File: src/rtl/lcd_pkg.sv
// Shared types and constants for the HD44780-style LCD sequencer.
// The init ROM holds the power-on command bytes in issue order.
package lcd_pkg;

    typedef enum logic [2:0] {
        PWRUP,
        INIT_SETUP,
        INIT_PULSE,
        INIT_HOLD,
        IDLE,
        SETUP,
        PULSE,
        HOLD
    } lcd_state_t;

    localparam logic [7:0] FUNC_SET_8B_2L = 8'h38;
    localparam logic [7:0] DISP_ON        = 8'h0C;
    localparam logic [7:0] CLEAR          = 8'h01;
    localparam logic [7:0] ENTRY_INC      = 8'h06;

    localparam int LCD_INIT_LEN = 4;

    localparam logic [7:0] LCD_INIT_ROM [LCD_INIT_LEN] = '{
        FUNC_SET_8B_2L,
        DISP_ON,
        CLEAR,
        ENTRY_INC
    };

endpackage

File: src/rtl/lcd_cmd_sequencer_tick_gen.sv
// Free-running divider; tick is high in the last count before wrap,
// so logic clocked by clk acts on the wrap edge itself.
module tick_gen #(
    parameter int TICK_DIV_BITS = 17
) (
    input  logic clk,
    input  logic rst,
    output logic tick
);

    logic [TICK_DIV_BITS-1:0] count;

    always_ff @(posedge clk) begin
        if (rst) begin
            count <= '0;
        end else begin
            count <= count + TICK_DIV_BITS'(1);
        end
    end

    assign tick = &count;

endmodule

File: src/rtl/lcd_cmd_sequencer.sv
// Write-only 8-bit LCD controller: power-up wait, init ROM replay,
// then one setup/enable/hold window per accepted byte.
module lcd_cmd_sequencer
    import lcd_pkg::*;
#(
    parameter int TICK_DIV_BITS = 17,
    parameter int PWRUP_TICKS   = 8,
    parameter int INIT_LEN      = 4
) (
    input  logic       clk,
    input  logic       rst,
    input  logic       req_valid,
    input  logic       req_rs,
    input  logic [7:0] req_data,
    output logic       req_ready,
    output logic       init_done,
    output logic       lcd_e,
    output logic       lcd_rs,
    output logic       lcd_rw,
    output logic [7:0] lcd_db
);

    localparam int PW_W  = $clog2(PWRUP_TICKS + 1);
    localparam int IDX_W = (INIT_LEN > 1) ? $clog2(INIT_LEN) : 1;

    localparam logic [PW_W-1:0]  PW_LAST  = PW_W'(PWRUP_TICKS - 1);
    localparam logic [PW_W-1:0]  PW_SAT   = PW_W'(PWRUP_TICKS);
    localparam logic [IDX_W-1:0] IDX_LAST = IDX_W'(INIT_LEN - 1);

    logic             tick;
    lcd_state_t       state;
    logic [PW_W-1:0]  pwr_cnt;
    logic [IDX_W-1:0] idx;

    tick_gen #(
        .TICK_DIV_BITS(TICK_DIV_BITS)
    ) u_tick (
        .clk (clk),
        .rst (rst),
        .tick(tick)
    );

    // lcd_db/lcd_rs double as the request latch; they only change
    // when a new window opens, so they stay stable across it.
    always_ff @(posedge clk) begin
        if (rst) begin
            state     <= PWRUP;
            pwr_cnt   <= '0;
            idx       <= '0;
            req_ready <= 1'b0;
            init_done <= 1'b0;
            lcd_e     <= 1'b0;
            lcd_rs    <= 1'b0;
            lcd_rw    <= 1'b0;
            lcd_db    <= '0;
        end else begin
            lcd_rw <= 1'b0;
            unique case (state)
                PWRUP: begin
                    if (tick && pwr_cnt != PW_SAT) begin
                        pwr_cnt <= pwr_cnt + PW_W'(1);
                        if (pwr_cnt == PW_LAST) begin
                            state  <= INIT_SETUP;
                            idx    <= '0;
                            lcd_e  <= 1'b0;
                            lcd_rs <= 1'b0;
                            lcd_db <= LCD_INIT_ROM[0];
                        end
                    end
                end
                INIT_SETUP: begin
                    if (tick) begin
                        state <= INIT_PULSE;
                        lcd_e <= 1'b1;
                    end
                end
                INIT_PULSE: begin
                    if (tick) begin
                        state <= INIT_HOLD;
                        lcd_e <= 1'b0;
                    end
                end
                INIT_HOLD: begin
                    if (tick) begin
                        if (idx == IDX_LAST) begin
                            state     <= IDLE;
                            init_done <= 1'b1;
                            req_ready <= 1'b1;
                        end else begin
                            state  <= INIT_SETUP;
                            idx    <= idx + IDX_W'(1);
                            lcd_db <= LCD_INIT_ROM[idx + IDX_W'(1)];
                        end
                    end
                end
                IDLE: begin
                    if (req_valid) begin
                        state     <= SETUP;
                        req_ready <= 1'b0;
                        lcd_rs    <= req_rs;
                        lcd_db    <= req_data;
                    end
                end
                SETUP: begin
                    if (tick) begin
                        state <= PULSE;
                        lcd_e <= 1'b1;
                    end
                end
                PULSE: begin
                    if (tick) begin
                        state <= HOLD;
                        lcd_e <= 1'b0;
                    end
                end
                HOLD: begin
                    if (tick) begin
                        state     <= IDLE;
                        req_ready <= 1'b1;
                    end
                end
                default: begin
                    state <= PWRUP;
                end
            endcase
        end
    end

endmodule

File: config.mk
export PLATFORM = sky130hd
export DESIGN_NAME = lcd_cmd_sequencer
export DESIGN_NICKNAME = d
export VERILOG_FILES = /design/src/rtl/lcd_pkg.sv /design/src/rtl/lcd_cmd_sequencer_tick_gen.sv /design/src/rtl/lcd_cmd_sequencer.sv
export SDC_FILE = /design/constraint.sdc
export NUM_CORES = 1
export LEC_CHECK = 0
export ABC_AREA = 1
export CAP_MARGIN = 25
export CELL_PAD_IN_SITES_DETAIL_PLACEMENT = 0
export CELL_PAD_IN_SITES_GLOBAL_PLACEMENT = 2
export CORE_ASPECT_RATIO = 1.4
export CORE_UTILIZATION = 31
export DETAILED_ROUTE_END_ITERATION = 6
export HOLD_SLACK_MARGIN = 0.1
export PLACE_DENSITY = 0.81
export SLEW_MARGIN = 10
export SYNTH_ARGS = -nofsm -noshare
export SYNTH_HDL_FRONTEND = slang
export SYNTH_SLANG_ARGS = --single-unit
File: constraint.sdc
create_clock -name clk -period 2.5 [get_ports clk]
set_input_delay 0.5 -clock clk [delete_from_list [all_inputs] [get_ports clk]]
set_output_delay 0.5 -clock clk [all_outputs]
set_load 0.01 [all_outputs]
==> impl_metrics.csv, run 1 <==
group,metric,value,unit
status,status,"complete, no violations",
min_path,hold_path_class,"flip-flop to flip-flop",
floorplan,start_util,0.319,
critical_path,ff2ff_path_depth,13,
critical_path,cp_slowest_stage_delay,370,ps
floorplan,die_area,0.00747,sq mm
floorplan,die_h,102,microns
grt,antenna_found_initial,0,
critical_path,crit_top_cell,"nand2_1",
placement,portBuffers,23,
final_layout,fillerInstances,807,
sta,post-route-min-period,2220,ps
final_layout,layout_common_cells,"72 x nand2_1, 51 x nor2_1, 38 x inv_1, 38 x dfxtp_1, 28 x nand3_1",
pwr,finalPower,0.00178,W
critical_path,crit_buf_inv,0,
sta,drv_slew,0,
yosys,syn_nets,342,
critical_path,rrSetupSlack,280,ps
sta,rsz0062_at_grt,"no",
sta,max_freq,451,MHz
grt,grt_pass1_vias,1917,
placement,dpl.hpwl,4.01,mm
clocking,cts_buffers,5,
grt,grt_pass1_wl,8.74,mm
floorplan,coreArea,0.00694,sq mm
critical_path,r2r-end,"state[0]",
clocking,clockBufferDepth,2,
critical_path,reg2reg_from,"u_tick.count[0]",
sta,fin_tns_setup,0,ps
critical_path,worstPathCellList,"ha_1, nand3_2, nor3_4, nand4_1, nor3_1, ha_2, nand4_1, nand2_4, nand2_1, nor2_2, nand2_1, nand2_1, nor2_1",
route,wl,5.24,mm
pwr,leakage,1.11,nW
yosys,yosysUniqueCellTypes,31,
yosys,synth_cells,322,
sta,final-setup-viol-count,0,
final_layout,n_antenna_cell,0,
floorplan,die_w,73.4,microns
clocking,root_buffer,"clkbuf_8",
sta,hold_viol,0,
grt,grt_usage,0.153,
critical_path,cp-start-kind,"flip-flop",
critical_path,critPathSlowestCell,"dfxtp_1",
final_layout,layout-drive-gt1-share,0.116,
yosys,ys_ff_latch,38,
min_path,hold_path_depth,2,
min_path,hold_path_end,"init_done",
clocking,clk_pin_slew_worst_paths,70,ps
critical_path,crit_arrival,2400,ps
yosys,seq_area_frac_synth,0.344,
grt,grt_max_degree,25,
yosys,syn_area_per_cell,6.86,sq um
critical_path,crit_type,"flip-flop to flip-flop",
route,wl_per_cell,11.7,microns
clocking,clk_latency,280,ps
route,detail_route.first_pass.iterations,4,
yosys,syn-cell-area,0.00221,sq mm
grt,grt-ovfl-total,0,
final_layout,seqCellArea,761,sq um
min_path,min_from,"init_done",
clocking,htree_num_levels,2,
sta,fin_ws,281,ps
yosys,yosys_warnings,0,
critical_path,timing.critical_path.max_delay_family,"simple AND/OR/NAND/NOR gates",
floorplan,row_count,36,
route,ant_nets,0,
sta,period_share,0.888,
sta,maxSlewHeadroom,0.649,
job,max_cap_violations,0,
clocking,clock-sinks,38,
route,drt-initial-drc-count,38,
final_layout,area_delta_synth_final,19.9,%
pwr,p_per_area,672,mW/mm^2
placement,place_ws,107,ps
critical_path,cp_max_fo,7,
final_layout,multi_input_area,0.00123,sq mm
pwr,ir_drop,0.000233,V
final_layout,num-nets-final,373,
final_layout,final_common_cell,"nand2_1",
placement,gp_congestion,0.768,
floorplan,io_pins,25,
route,post-route-drc-count,0,
clocking,cts_tree,"yes",
sta,worst_slew_pin_slew,525,ps
clocking,cts_hold_buf,0,
route,drt-vias-per-instance,4.49,
critical_path,worstPathRequired,2680,ps
route,vias,2008,
sta,skew,5.11,ps
critical_path,cp-end-kind,"flip-flop",
==> power breakdown <==
part | internal [W] | total (W) | switching, W
registers | 0.000670 | 0.000735 | 0.0000656
clock network | 0.000213 | 0.000422 | 0.000209
logic | 0.000267 | 0.000623 | 0.000356
==> cell families after synthesis <==
family | count (synthesis) | synth area share
AOI/OAI and AO/OA | 31 | 0.0713
buffers and inverters | 50 | 0.103
xor gates and xnor gates | 2 | 0.00793
other | 1 | 0.00170
adders and majority gates | 8 | 0.0453
DFF | 38 | 0.344
and+or+nand+nor | 192 | 0.426
==> Yosys cell counts <==
master	number	share of area
xor2_1	1	0.0040
dfxtp_1	38	0.34
nand3b_1	1	0.0034
nand3_1	29	0.066
o21ai_1	1	0.0023
nand4_1	14	0.040
buf_2	2	0.0045
nor2_4	4	0.020
and3_1	1	0.0028
nand2_4	4	0.020
nor3_1	4	0.0091
nand2_2	3	0.0085
buf_4	2	0.0068
ha_1	8	0.045
o21ai_0	9	0.020
o31ai_1	1	0.0034
clkbuf_1	1	0.0017
nor3_4	1	0.0074
buf_6	4	0.020
nor2_2	3	0.0085
xnor2_1	1	0.0040
nand4_2	1	0.0057
nand3_4	1	0.0079
nor2_8	1	0.0091
nand2_1	72	0.12
nand3_2	2	0.0091
inv_2	3	0.0051
inv_1	38	0.065
a21oi_1	20	0.045
nor2_1	51	0.087
conb_1	1	0.0017
==> how the worst max path moves through the flow <==
stage	from	to	cells past startpoint
floorplan	u_tick.count[0]	state[0]	13
global placement	u_tick.count[0]	state[1]	13
detailed placement	u_tick.count[0]	state[0]	13
CTS	u_tick.count[0]	state[0]	13
global route	u_tick.count[0]	lcd_db[5]	12
finish	u_tick.count[0]	state[0]	13
==> per-layer routing <==
layer | track usage | part of all wire | up-vias
met5 | 0 | 0 | -
met1 | 0.162 | 0.42 | 900
li1 | - | - | 1085
met3 | 0.0286 | 0.013 | 6
met4 | 0.0488 | 0.013 | 0
met2 | 0.300 | 0.55 | 17
==> registers in the layout, indices dropped and copies added, names as in the netlist <==
signal,flops
idx,2
pwr_cnt,4
lcd_e,1
state,3
u_tick.count,17
init_done,1
lcd_db,8
lcd_rs,1
req_ready,1
==> worst register-to-register path: cells and delay by family, from the launching register on <==
| kind | cells | cell delay (ps) |
|---|---|---|
| flip-flops | 1 | 370 |
| adder cells (fa/ha/maj) | 2 | 500 |
| AND/OR/NAND/NOR | 11 | 1230 |
==> cell type report <==
cell class	count	share of cell area
Timing Repair Buffer	33	0.115
Clock buffer	6	0.0312
Tap cell	95	0.0449
Inverter	41	0.0581
Multi-Input combinational cell	234	0.464
Sequential cell	38	0.287
==> stage by stage <==
stage	cell area [sq um]	std cells	hold WS, ps	utilization
after floorplan	2210	322	430	-
after global placement	2540	438	444	0.366
after detailed placement	2540	438	449	0.366
after CTS	2620	444	463	0.378
after global routing	2650	447	490	0.382
final	2650	447	457	0.382
==> what timing repair did <==
item | 4_1_cts | 5_1_grt
setup endpoints to repair | 0 | 13
buffers inserted | 0 | 3
resized for setup | 0 | 2
(Power assumes the default switching activity.)
==> run 2: changes to the inputs <==
--- a/config.mk
+++ b/config.mk
@@ -10,11 +10,12 @@
 export CELL_PAD_IN_SITES_DETAIL_PLACEMENT = 0
 export CELL_PAD_IN_SITES_GLOBAL_PLACEMENT = 2
 export CORE_ASPECT_RATIO = 1.4
-export CORE_UTILIZATION = 31
+export CORE_UTILIZATION = 32
 export DETAILED_ROUTE_END_ITERATION = 6
 export HOLD_SLACK_MARGIN = 0.1
-export PLACE_DENSITY = 0.81
+export PLACE_DENSITY = 0.85
 export SLEW_MARGIN = 10
 export SYNTH_ARGS = -nofsm -noshare
 export SYNTH_HDL_FRONTEND = slang
+export SYNTH_HIERARCHICAL = 1
 export SYNTH_SLANG_ARGS = --single-unit
==> constraint.sdc (replaced) <==
create_clock -name clk -period 2.7 [get_ports clk]
set_input_delay 0.54 -clock clk [delete_from_list [all_inputs] [get_ports clk]]
set_output_delay 0.54 -clock clk [all_outputs]
set_load 0.01 [all_outputs]
==> run 2 against run 1 <==
Setup slack improved by 190 ps; design area decreased by 8.3%; via count decreased by 5.6%; final cell count decreased by 7.4%; first-iteration DRC count increased by 74%; worst hold slack improved by 5.9 ps; sequential power decreased by 0.5%; non-clock buffer count decreased by 9; global-route usage increased by 0.18 points; clock skew increased by 2.3 ps; die area decreased by 10%; routed wire length decreased by 11%.
==> impl_metrics.csv, run 2 <==
group,metric,value,unit
status,status,"complete, no violations",
critical_path,cp-end-kind,"flip-flop",
floorplan,start_util,0.330,
clocking,clk_latency,290,ps
yosys,synth_top_area_frac,0.371,
sta,hold_viol,0,
yosys,syn-cell-area,0.00205,sq mm
route,met2_length,2.51,mm
route,post-route-drc-count,0,
route,dr_wl_met3,150,microns
route,wl,4.68,mm
sta,rsz0062_at_grt,"no",
pwr,leakage,1.07,nW
critical_path,cp_max_fo,10,
route,wl_per_cell,11.3,microns
clocking,cts_buffers,5,
clocking,cts_tree,"yes",
yosys,syn_nets,335,
yosys,yosysUniqueCellTypes,26,
placement,gp_congestion,0.758,
clocking,cts_resized,0,
route,detail_route.first_pass.iterations,4,
route,ant_nets,0,
route,drt-initial-drc-count,66,
yosys,seq_area_frac_synth,0.371,
grt,grt_pass1_vias,1859,
yosys,ys_ff_latch,38,
min_path,hold_path_class,"flip-flop to flip-flop",
sta,skew,7.42,ps
placement,place_ws,450,ps
clocking,root_buffer,"clkbuf_8",
floorplan,die_w,69.6,microns
clocking,clockBufferDepth,2,
yosys,synthTopCellsByArea,"dfxtp_1 37%, nand2_1 16%, nor2_1 12%",
yosys,async_reset_ff_frac,0,
route,drt-vias-per-instance,4.58,
floorplan,coreArea,0.00621,sq mm
critical_path,critPathLaunch,"u_tick/count[0]",
final_layout,top_register,"u_tick/count",
pwr,finalPower,0.00192,W
floorplan,die_area,0.00673,sq mm
placement,place_area,0.00235,sq mm
sta,period_share,0.826,
sta,post-route-min-period,2230,ps
final_layout,n_antenna_cell,0,
job,max_cap_violations,0,
yosys,synth_flop_cell,"dfxtp_1",
clocking,cts_setup_buffers,0,
yosys,yosys_warnings,6,
clocking,cts_hold_buf,0,
critical_path,reg2reg_from,"u_tick/count[0]",
sta,max_freq,448,MHz
final_layout,largest_reg_flops,17,
grt,grt_pass1_wl,8.25,mm
critical_path,cp-start-kind,"flip-flop",
grt,grt_usage,0.155,
pwr,p_per_area,792,mW/mm^2
grt,grt_max_degree,17,
clocking,htree_num_levels,2,
final_layout,layout-drive-gt1-share,0.0702,
critical_path,worstPathRequired,2890,ps
final_layout,num-nets-final,362,
final_layout,top_regs,"u_tick/count x17, lcd_db x8, pwr_cnt x4",
final_layout,fillerInstances,694,
floorplan,die_h,96.7,microns
yosys,synth_commonest_cells,"85 x nand2_1, 66 x nor2_1, 43 x inv_1",
grt,antenna_found_initial,0,
sta,fin_ws,470,ps
sta,maxSlewHeadroom,0.612,
route,routed.top_layer,"met4",
floorplan,io_pins,25,
critical_path,crit_arrival,2420,ps
yosys,synth_cells,315,
final_layout,area_delta_synth_final,18.6,%
yosys,synth.most_common_cell,"nand2_1",
clocking,clk_pin_slew_worst_paths,70,ps
route,wirelength_met1,1.84,mm
sta,fin_tns_setup,0,ps
yosys,syn_area_per_cell,6.50,sq um
final_layout,layout_common_cells,"85 x nand2_1, 66 x nor2_1, 43 x inv_1",
sta,drv_slew,0,
sta,final-setup-viol-count,0,
sta,worst_slew_pin_slew,582,ps
floorplan,row_count,34,
grt,grt-ovfl-total,0,
yosys,yosysTopAreaCell,"dfxtp_1",
clocking,clock-sinks,38,
min_path,min_from,"lcd_e",
yosys,synth_edf_count,0,
placement,dpl.hpwl,3.59,mm
critical_path,crit_type,"flip-flop to flip-flop",
pwr,ir_drop,0.000287,V
final_layout,final_common_cell,"nand2_1",
final_layout,design_area,0.00243,sq mm
placement,portBuffers,23,
route,vias,1895,
-- run 2: where the power goes --
group / total, W / internal, W / switching (W) / leakage (nW)
clock: 0.000367 / 0.000178 / 0.000189 / 0.0383
sequential: 0.000731 / 0.000657 / 0.0000736 / 0.308
combinational: 0.000827 / 0.000331 / 0.000497 / 0.725
-- run 2: path summary, 6_finish.rpt --
path | end | slack, ps | cells past startpoint
max | lcd_db[2] | 470 | 15
min | lcd_e | 460 | 2
max reg2reg | lcd_db[2] | 470 | 15
min reg2reg | lcd_e | 460 | 2
-- run 2: cell type report --
type	instances	area, sq um	area share
tap	72	90.1	0.0371
clock buffer	7	76.3	0.0314
timing repair buffer	24	238	0.0978
sequential	38	761	0.313
multi-input combinational	228	1100	0.451
inverter	45	169	0.0695
-- run 2: layer usage --
metal  global-route usage  up-vias
met5                    0        -
met4               0.0815        0
met3               0.0396       15
met2                0.290       31
met1                0.154      825
li1                     -     1024
-- run 2: worst max-delay path, cell delays in order, from the launching register on --
cell     delay, ps
dfxtp_1        370
ha_1           200
nand3_1        100
inv_1          130
nand4_1        120
nor2_1         110
ha_1           290
inv_1          110
nand2_1         90
nand2_1         60
inv_1           90
nand3_2        130
nor2_8         160
nand2_1         60
nand2_1         70
nor2_2          40
-- run 2: kinds of logic after synthesis --
family          synth area share
fa+ha+maj                 0.0489
compound gates            0.0782
xor+xnor                 0.00855
simple gates               0.398
buf+inv                   0.0935
flops                      0.371
other cells              0.00183
-- run 2: metrics by stage --
stage                     hold WS (ps)  instances   util
final                              463        414  0.391
after global routing               485        414  0.391
after CTS                          468        414  0.391
after floorplan                    430        315      -
after detailed placement           455        407  0.379
after global placement             445        407  0.379
==> run 3: changes to the inputs <==
--- a/config.mk
+++ b/config.mk
@@ -10,10 +10,10 @@
 export CELL_PAD_IN_SITES_DETAIL_PLACEMENT = 0
 export CELL_PAD_IN_SITES_GLOBAL_PLACEMENT = 2
 export CORE_ASPECT_RATIO = 1.4
-export CORE_UTILIZATION = 32
+export CORE_UTILIZATION = 27
 export DETAILED_ROUTE_END_ITERATION = 6
 export HOLD_SLACK_MARGIN = 0.1
-export PLACE_DENSITY = 0.85
+export PLACE_DENSITY = 0.77
 export SLEW_MARGIN = 10
 export SYNTH_ARGS = -nofsm -noshare
 export SYNTH_HDL_FRONTEND = slang
==> constraint.sdc (replaced) <==
create_clock -name clk -period 1.9 [get_ports clk]
set_input_delay 0.38 -clock clk [delete_from_list [all_inputs] [get_ports clk]]
set_output_delay 0.38 -clock clk [all_outputs]
set_load 0.01 [all_outputs]
==> run 3 against run 2 <==
The flow now finishes with violations (setup timing); clock power increased by 130%; register-to-register slack got worse by 480 ps; combinational power increased by 72%; sequential power increased by 42%; critical path depth decreased by 1; utilization decreased by 0.89 points; sequential share of layout area decreased by 4.1 points; setup slack got worse by 480 ps.
==> impl_metrics.csv, run 3 (synthesis gave the netlist of run 2 again) <==
group,metric,value,unit
route,post-route-drc-count,0,
pwr,p_per_area,1170,mW/mm^2
route,ant_nets,0,
clocking,root_buffer,"clkbuf_8",
route,drt-initial-drc-count,38,
grt,antenna_found_initial,0,
grt,grt_pass1_vias,1943,
grt,grt_max_degree,17,
floorplan,start_util,0.278,
placement,gp_congestion,0.760,
placement,place_ws,-54.8,ps
clocking,clock-sinks,38,
route,wl_per_cell,10.9,microns
floorplan,die_w,75.6,microns
sta,rsz0062_at_grt,"yes",
pwr,ir_drop,0.000575,V
clocking,clk_latency,290,ps
clocking,cts_buffers,5,
critical_path,worstPathRequired,2090,ps
final_layout,fillerInstances,761,
placement,dpl.hpwl,3.88,mm
sta,period_share,1.01,
sta,post-route-min-period,1910,ps
sta,hold_viol,0,
pwr,leakage,1.24,nW
sta,max_freq,523,MHz
min_path,hold_path_depth,2,
sta,final-setup-viol-count,2,
critical_path,cp_max_fo,5,
sta,skew,5.97,ps
min_path,hold_path_class,"flip-flop to flip-flop",
critical_path,crit_arrival,2100,ps
sta,drv_slew,0,
sta,fin_ws,-13.8,ps
floorplan,die_area,0.00794,sq mm
placement,portBuffers,23,
final_layout,largest_reg_flops,17,
floorplan,coreArea,0.00736,sq mm
final_layout,layout-drive-gt1-share,0.197,
critical_path,crit_type,"flip-flop to flip-flop",
clocking,htree_num_levels,2,
grt,grt-ovfl-total,0,
final_layout,layout_common_cells,"80 x nand2_1, 64 x nor2_1, 39 x inv_1",
final_layout,area_delta_synth_final,37.4,%
floorplan,io_pins,25,
clocking,cts_hold_buf,0,
route,vias,1991,
final_layout,top_register,"u_tick/count",
critical_path,ff2ff_path_depth,14,
final_layout,n_antenna_cell,0,
final_layout,top_regs,"u_tick/count x17, lcd_db x8, pwr_cnt x4",
route,drt-vias-per-instance,4.25,
floorplan,die_h,105,microns
final_layout,num-nets-final,390,
final_layout,final_common_cell,"nand2_1",
sta,fin_tns_setup,-23.2,ps
clocking,clk_pin_slew_worst_paths,80,ps
grt,grt_usage,0.142,
status,status,"complete, but fails checks",
route,wl,5.11,mm
clocking,cts_tree,"yes",
route,detail_route.first_pass.iterations,4,
job,max_cap_violations,0,
clocking,clockBufferDepth,2,
critical_path,cp-start-kind,"flip-flop",
grt,grt_pass1_wl,8.46,mm
floorplan,row_count,37,
critical_path,cp-end-kind,"flip-flop",
status,violations,"setup timing",
-- run 3: cell count changes in the layout (fill, tap and decap cells not counted), sizes merged --
cell	before	now
bufinv	0	2
buf	1	28
clkbuf	7	5
nor2	72	73
clkinv	0	1
-- run 3: timing repair --
item                       CTS  global route
cloned                       1             0
buffers inserted             0             3
pin swaps                    3            14
setup endpoints to repair   12            16
gates resized for setup      0            16
-- run 3: final timing paths --
kind / startpoint / slack, ps / to
setup / recovery: u_tick/count[0] / -10 / state[1]
hold / removal: lcd_e / 460 / lcd_e
setup reg to reg: u_tick/count[0] / -10 / state[1]
hold reg to reg: lcd_e / 460 / lcd_e
-- run 3: area by class of cell --
| type | instances | area [sq um] | area share |
|---|---|---|---|
| inverter | 45 | 171 | 0.0609 |
| multi-input combinational | 229 | 1180 | 0.419 |
| sequential | 38 | 764 | 0.272 |
| clock buffer | 5 | 68.8 | 0.0245 |
| clock inverter | 3 | 68.8 | 0.0245 |
| tap | 97 | 121 | 0.0431 |
| timing repair buffer | 51 | 440 | 0.157 |
-- run 3: power breakdown --
| group | switching (W) | total [W] | leakage, nW | internal, W |
|---|---|---|---|---|
| Combinational | 0.000823 | 0.00142 | 0.861 | 0.000599 |
| Clock | 0.000313 | 0.000840 | 0.0683 | 0.000526 |
| Sequential | 0.000107 | 0.00104 | 0.310 | 0.000934 |
| Total | 0.00124 | 0.00330 | 1.24 | 0.00206 |
-- run 3: metal layers --
layer | routed length, microns | share of wire | GRT usage | up-vias
met2 | 2710 | 0.53 | 0.267 | 25
met5 | 0 | 0 | 0 | -
li1 | - | - | - | 1080
met1 | 2160 | 0.42 | 0.146 | 878
met3 | 105 | 0.021 | 0.0270 | 8
met4 | 125 | 0.024 | 0.0595 | 0
-- run 3: per-stage QoR --
step           total power, W  instances  area, sq um  hold WS [ps]   util
2_1_floorplan         0.00190        315         2070           408      -
3_3_place_gp          0.00232        456         2580           448  0.351
3_5_place_dp          0.00234        456         2580           458  0.351
4_1_cts               0.00325        465         2730           470  0.371
5_1_grt               0.00358        468         2810           490  0.382
6_report              0.00330        468         2810           464  0.382
-- run 3: worst max-delay path: stages, from the launching register on --
cell and delay, ps:
dfxtp_2 360, ha_4 150, nand3_4 80, inv_2 60
nand4_1 90, nor2_1 160, ha_2 240, buf_4 140
nor2_1 50, inv_1 70, nand2_2 90, nor2_2 180
nand2_1 60, nand2_1 50, nor2_1 40
